<file path="config.mk">
export PLATFORM = sky130hd
export DESIGN_NAME = clk_div_multi
export DESIGN_NICKNAME = d
export VERILOG_FILES = /design/src/rtl/clk_div_pkg.sv /design/src/rtl/clk_div_channel.sv /design/src/rtl/clk_div_multi.sv
export SDC_FILE = /design/constraint.sdc
export NUM_CORES = 1
export LEC_CHECK = 0
export CORE_MARGIN = 8
export CORE_UTILIZATION = 65
export CTS_BUF_LIST = sky130_fd_sc_hd__clkbuf_4
export DETAILED_ROUTE_END_ITERATION = 10
export PLACE_DENSITY = 0.88
export SLEW_MARGIN = 0
export SYNTH_ARGS = -nofsm -noshare
export SYNTH_HDL_FRONTEND = slang
export SYNTH_SLANG_ARGS = --single-unit
</file>
<file path="constraint.sdc">
create_clock -name clk_50mhz -period 10.1 [get_ports clk_50mhz]
set_clock_uncertainty 0.15 [all_clocks]
set_input_delay 1.515 -clock clk_50mhz [delete_from_list [all_inputs] [get_ports clk_50mhz]]
set_output_delay 1.515 -clock clk_50mhz [all_outputs]
set_load 0.005 [all_outputs]
</file>
<file path="src/rtl/clk_div_pkg.sv">
// Shared types and constants for the multi-channel clock divider.
package clk_div_pkg;

  typedef enum logic {
    IDLE = 1'b0,
    RUN  = 1'b1
  } ch_state_e;

  localparam int MIN_DIV  = 2;
  localparam int CH_IDX_W = 4;

endpackage

</file>
<file path="src/rtl/clk_div_channel.sv">
// One divider channel: period counter, active divisor, shadow divisor and registered outputs.
module clk_div_channel
  import clk_div_pkg::*;
#(
  parameter int CNT_W       = 20,
  parameter int DEFAULT_DIV = 500000
) (
  input  logic             clk,
  input  logic             rst,
  input  logic             en,
  input  logic             sync,
  input  logic             load,
  input  logic [CNT_W-1:0] load_div,
  output logic             clk_out,
  output logic             tick
);

  localparam logic [CNT_W-1:0] DEF_DIV = CNT_W'(DEFAULT_DIV);

  ch_state_e        state, nxt_state;
  logic [CNT_W-1:0] cnt, nxt_cnt;
  logic [CNT_W-1:0] div, nxt_div;
  logic [CNT_W-1:0] shadow, nxt_shadow;
  logic             pending, nxt_pending;
  logic             nxt_clk, nxt_tick;
  logic             last;

  assign last = (cnt == div - CNT_W'(1));

  always_comb begin
    nxt_state   = state;
    nxt_cnt     = cnt;
    nxt_div     = div;
    nxt_shadow  = shadow;
    nxt_pending = pending;
    case (state)
      IDLE: begin
        nxt_cnt = '0;
        // An idle channel has no period to protect, so a load takes effect at once.
        if (load) begin
          nxt_div     = load_div;
          nxt_shadow  = load_div;
          nxt_pending = 1'b0;
        end else if (pending) begin
          nxt_div     = shadow;
          nxt_pending = 1'b0;
        end
        if (en) nxt_state = RUN;
      end
      RUN: begin
        if (sync || last) begin
          nxt_cnt = '0;
          if (pending) begin
            nxt_div     = shadow;
            nxt_pending = 1'b0;
          end
          if (!sync && !en) nxt_state = IDLE;
        end else begin
          nxt_cnt = cnt + CNT_W'(1);
        end
        // A load landing on a boundary is held for the following boundary.
        if (load) begin
          nxt_shadow  = load_div;
          nxt_pending = 1'b1;
        end
      end
      default: nxt_state = IDLE;
    endcase
    nxt_clk  = (nxt_state == RUN) && (nxt_cnt < (nxt_div >> 1));
    nxt_tick = (nxt_state == RUN) && (nxt_cnt == nxt_div - CNT_W'(1));
  end

  always_ff @(posedge clk or posedge rst) begin
    if (rst) begin
      state   <= IDLE;
      cnt     <= '0;
      div     <= DEF_DIV;
      shadow  <= DEF_DIV;
      pending <= 1'b0;
      clk_out <= 1'b0;
      tick    <= 1'b0;
    end else begin
      state   <= nxt_state;
      cnt     <= nxt_cnt;
      div     <= nxt_div;
      shadow  <= nxt_shadow;
      pending <= nxt_pending;
      clk_out <= nxt_clk;
      tick    <= nxt_tick;
    end
  end

endmodule

</file>
<file path="src/rtl/clk_div_multi.sv">
// N_CH independent programmable clock dividers with shared sync and a single load port.
module clk_div_multi
  import clk_div_pkg::*;
#(
  parameter int N_CH        = 4,
  parameter int CNT_W       = 20,
  parameter int DEFAULT_DIV = 500000
) (
  input  logic                clk_50mhz,
  input  logic                rst,
  input  logic [N_CH-1:0]     en,
  input  logic                sync,
  input  logic                load_en,
  input  logic [CH_IDX_W-1:0] load_ch,
  input  logic [CNT_W-1:0]    load_div,
  output logic                load_err,
  output logic [N_CH-1:0]     clk_out,
  output logic [N_CH-1:0]     tick
);

  // load_en is a single-cycle strobe with no back-pressure: a write is either taken
  // that cycle or rejected with a load_err pulse in the next cycle.
  logic load_ok;
  assign load_ok = ({1'b0, load_ch} < (CH_IDX_W + 1)'(N_CH)) &&
                   (load_div >= CNT_W'(MIN_DIV));

  for (genvar c = 0; c < N_CH; c++) begin : g_ch
    clk_div_channel #(
      .CNT_W       (CNT_W),
      .DEFAULT_DIV (DEFAULT_DIV)
    ) u_ch (
      .clk      (clk_50mhz),
      .rst      (rst),
      .en       (en[c]),
      .sync     (sync),
      .load     (load_en && load_ok && (load_ch == CH_IDX_W'(c))),
      .load_div (load_div),
      .clk_out  (clk_out[c]),
      .tick     (tick[c])
    );
  end

  always_ff @(posedge clk_50mhz or posedge rst) begin
    if (rst) load_err <= 1'b0;
    else     load_err <= load_en && !load_ok;
  end

endmodule

</file>
==> results.md <==
* Status: finished clean
* HP Class: flop to flop
* Vias in the first global route at 20,000
* Number of synthesized register bits at 257
* Initial antenna violation count at 4
* WP data required at 10.54 ns
* Nets at roughly 2,700
* Fraction of registers with async set/reset at 100%
* Leak at between 10 and 15 nW
* Area Growth Syn to Fin at 7.31%
* Post-synth EDFFs at 0
* WL/cell at ~21 um
* Seq/Total Area, Yosys at 29.8%
* CP Capture Type: flop
* Logic pwr share at about two fifths
* Slew @ Worst Pin at about 1.2 ns
* Max H-tree Level at 3
* Period utilization at 68.8%
* Core area at ~33,000 um2
* Syn nets at about 2,700
* RePlAce Congestion at between 0.9 and 1
* Root Buffer: clkbuf_4
* Final setup violation count at 0
* Drt via density at approximately 6.7
* Synth unique cells at 106
* RR Startpoint: g_ch[0].u_ch.div[11]
* Final ANT Viol Nets at 0
* Synthesis warning total at 0
* Worst hold start: g_ch[0].u_ch.shadow[13]
* R2R Setup Slk at about 3.2 ns
* Top-count cell post-synth: nand2_1
* Clk_lat worst skew at ~0.77 ns
* Clock sink total at ~260
* Detailed Route WL at between 60,000 and 70,000 um
* Total Routing Usage GR at between 30% and 40%
* Fmax at ~140 MHz
* Clk slew on worst S/H paths at about 0.070 ns
* CP arrival at roughly 7.4 ns
* Port Buf Inserts at 40
* IO Pins at 41
* Drt drc at 0
* RSZ-0062 raised after global routing: no
* # rows at between 60 and 70
* Largest net degree at the start of global routing at about 120
* List of most frequent post-synthesis cells: nand2_1 (241), nor2_1 (221), dfrtp_1 (201)
* Internal power at between 2 and 2.5 mW
* Synth top area share at 23.1%
* Sw Share at 42.4%
* CTS tree: built
* First-pass GRT wire length at about 110,000 um
* Mapped cell area at roughly 22,000 um2
* CTS buffer count at 76
* Synth top area cells: dfrtp_1 (23%), dfstp_2 (6.7%), xnor2_1 (6.1%)
* Number of iterations in the first detailed-routing pass at 7
* Pwr dens at 183 nW/um2
* Final Max Slew Viols at 0
* Resized cells post-CTS at 0
* Max clock buf depth at 3
* Max IR drop VDD at about 150 uV
* Critical Path Source: g_ch[0].u_ch.div[11]
* Clock network power share at between 20% and 30%
* Syn Area/Cell at ~8.4 um2
* Critical Path Source Type: flop
* Remaining Overflow, GRT at 0
* Setup Fix Bufs, Post-CTS at 0
* Area leader, netlist: dfrtp_1
* Fill cell count at roughly 2,600
* DR vias at 20,700
* Max cap viols at 0
* Gate Count Post-Synth at around 2,600
* Initial Utilization at around two thirds
* DPL Wire Length at around 48,000 um
* Die X-Extent at roughly 200 um
* Flop pwr share at 34.2%
* Crit-path max FO at 8
* Layout cell share with drive strength beyond 1 at ~14%
* Net Switching at ~1.8 mW
* WS Path Type: flop to flop
* Initial drt markers at between 1,500 and 2,000
* Die footprint at between 30,000 and 40,000 um2
* Final critical-path required period at approximately 6.9 ns
* Chip height at between 150 and 200 um
* Post-CTS Hold Buffers at 0
* Post-layout util at a little over two thirds
* Setup TNS at 0 ns
* Prevailing post-synth register cell: dfrtp_1
* Final hold vios at 0
* Rel. slew slack at 21.0%
==> layer usage <==
metal,GRT usage (%),part of all wire (%),vias to the layer above,routed length (um)
met5,0,0.034,-,22
met4,16.0,4.7,4,3100
met3,7.33,9.4,266,6180
met2,53.2,46,1071,30300
met1,41.5,40,9880,26000
li1,-,-,9447,-
==> power by group through the flow <==
stage	Sequential, mW	Clock [mW]	Combinational [mW]
after floorplan	1.34	0	1.40
after global placement	1.46	0	1.67
after detailed placement	1.47	0	1.71
after CTS	1.45	1.06	1.73
after global routing	1.48	1.12	1.93
final	1.46	1.05	1.76
==> metrics by stage <==
step	setup slack (ns)	hold WS (ns)	power, mW	area, um2	cells
2_1_floorplan	1.46	0.286	2.73	21800	2583
3_3_place_gp	3.41	0.294	3.12	22400	2950
3_5_place_dp	3.13	0.302	3.18	22400	2950
4_1_cts	3.38	0.312	4.24	23400	3090
5_1_grt	3.01	0.326	4.53	23400	3092
6_report	3.16	0.312	4.27	23400	3092
==> placed cells by master, fill, tap and decap left out, drive strengths merged, types with 84 or more instances in the layout <==
cell type | Yosys | final
mux2 | 92 | 92
xor2 | 98 | 98
ha | 84 | 84
dfrtp | 201 | 201
a21oi | 97 | 97
o21ai | 127 | 127
mux2i | 90 | 90
nor2 | 221 | 221
inv | 130 | 133
nand2 | 242 | 242
xnor2 | 152 | 152
clkbuf | 103 | 113
==> worst paths after layout <==
kind,end,depth (start not counted)
max in group asynchronous,g_ch[2].u_ch.shadow[4],3
hold / removal,g_ch[0].u_ch.shadow[13],2
setup reg to reg,g_ch[0].u_ch.tick,16
setup / recovery,g_ch[0].u_ch.tick,16
min in group asynchronous,g_ch[3].u_ch.div[12],2
hold reg to reg,g_ch[0].u_ch.shadow[13],2
==> final cells by class <==
| class | instances | area [um2] | share of cell area, % |
|---|---|---|---|
| tap | 448 | 561 | 2.40 |
| sequential | 257 | 6500 | 27.8 |
| multi-input combinational | 2045 | 14200 | 60.8 |
| inverter | 130 | 495 | 2.12 |
| clock inverter | 27 | 136 | 0.583 |
| clock buffer | 113 | 848 | 3.63 |
| timing repair buffer | 70 | 621 | 2.65 |
| antenna | 2 | 5.00 | 0.0214 |
==> worst max-delay path, cell delays in order, from the launching register on <==
cell	delay, ns
dfrtp_1	0.49
nor4_1	0.66
nor3b_1	0.63
nand4_1	0.20
xnor2_1	0.41
nand4_1	0.28
nor4_2	0.81
mux2_2	0.43
nor2_1	0.30
inv_1	0.09
ha_1	0.33
or4b_2	0.58
mux2i_1	0.15
a21oi_1	0.09
nor4_1	0.56
o2111ai_1	0.20
nor4_1	0.44
==> logic make-up after synthesis <==
kind of cell / synth area share (%)
AND/OR/NAND/NOR: 24.0
AO/OA/AOI/OAI: 17.3
buffers and inverters: 5.08
flip-flops: 29.8
XOR/XNOR: 10.0
multiplexers: 8.88
adder cells (fa/ha/maj): 4.82
==> registers in the layout, indices dropped and copies added, names as in the netlist <==
| name | flops |
|---|---|
| g_ch.u_ch.shadow | 80 |
| g_ch.u_ch.state | 4 |
| g_ch.u_ch.clk_out | 4 |
| g_ch.u_ch.pending | 4 |
| load_err | 1 |
| g_ch.u_ch.cnt | 80 |
| g_ch.u_ch.div | 80 |
| g_ch.u_ch.tick | 4 |
No activity file was read; power rests on OpenSTA's default activity.
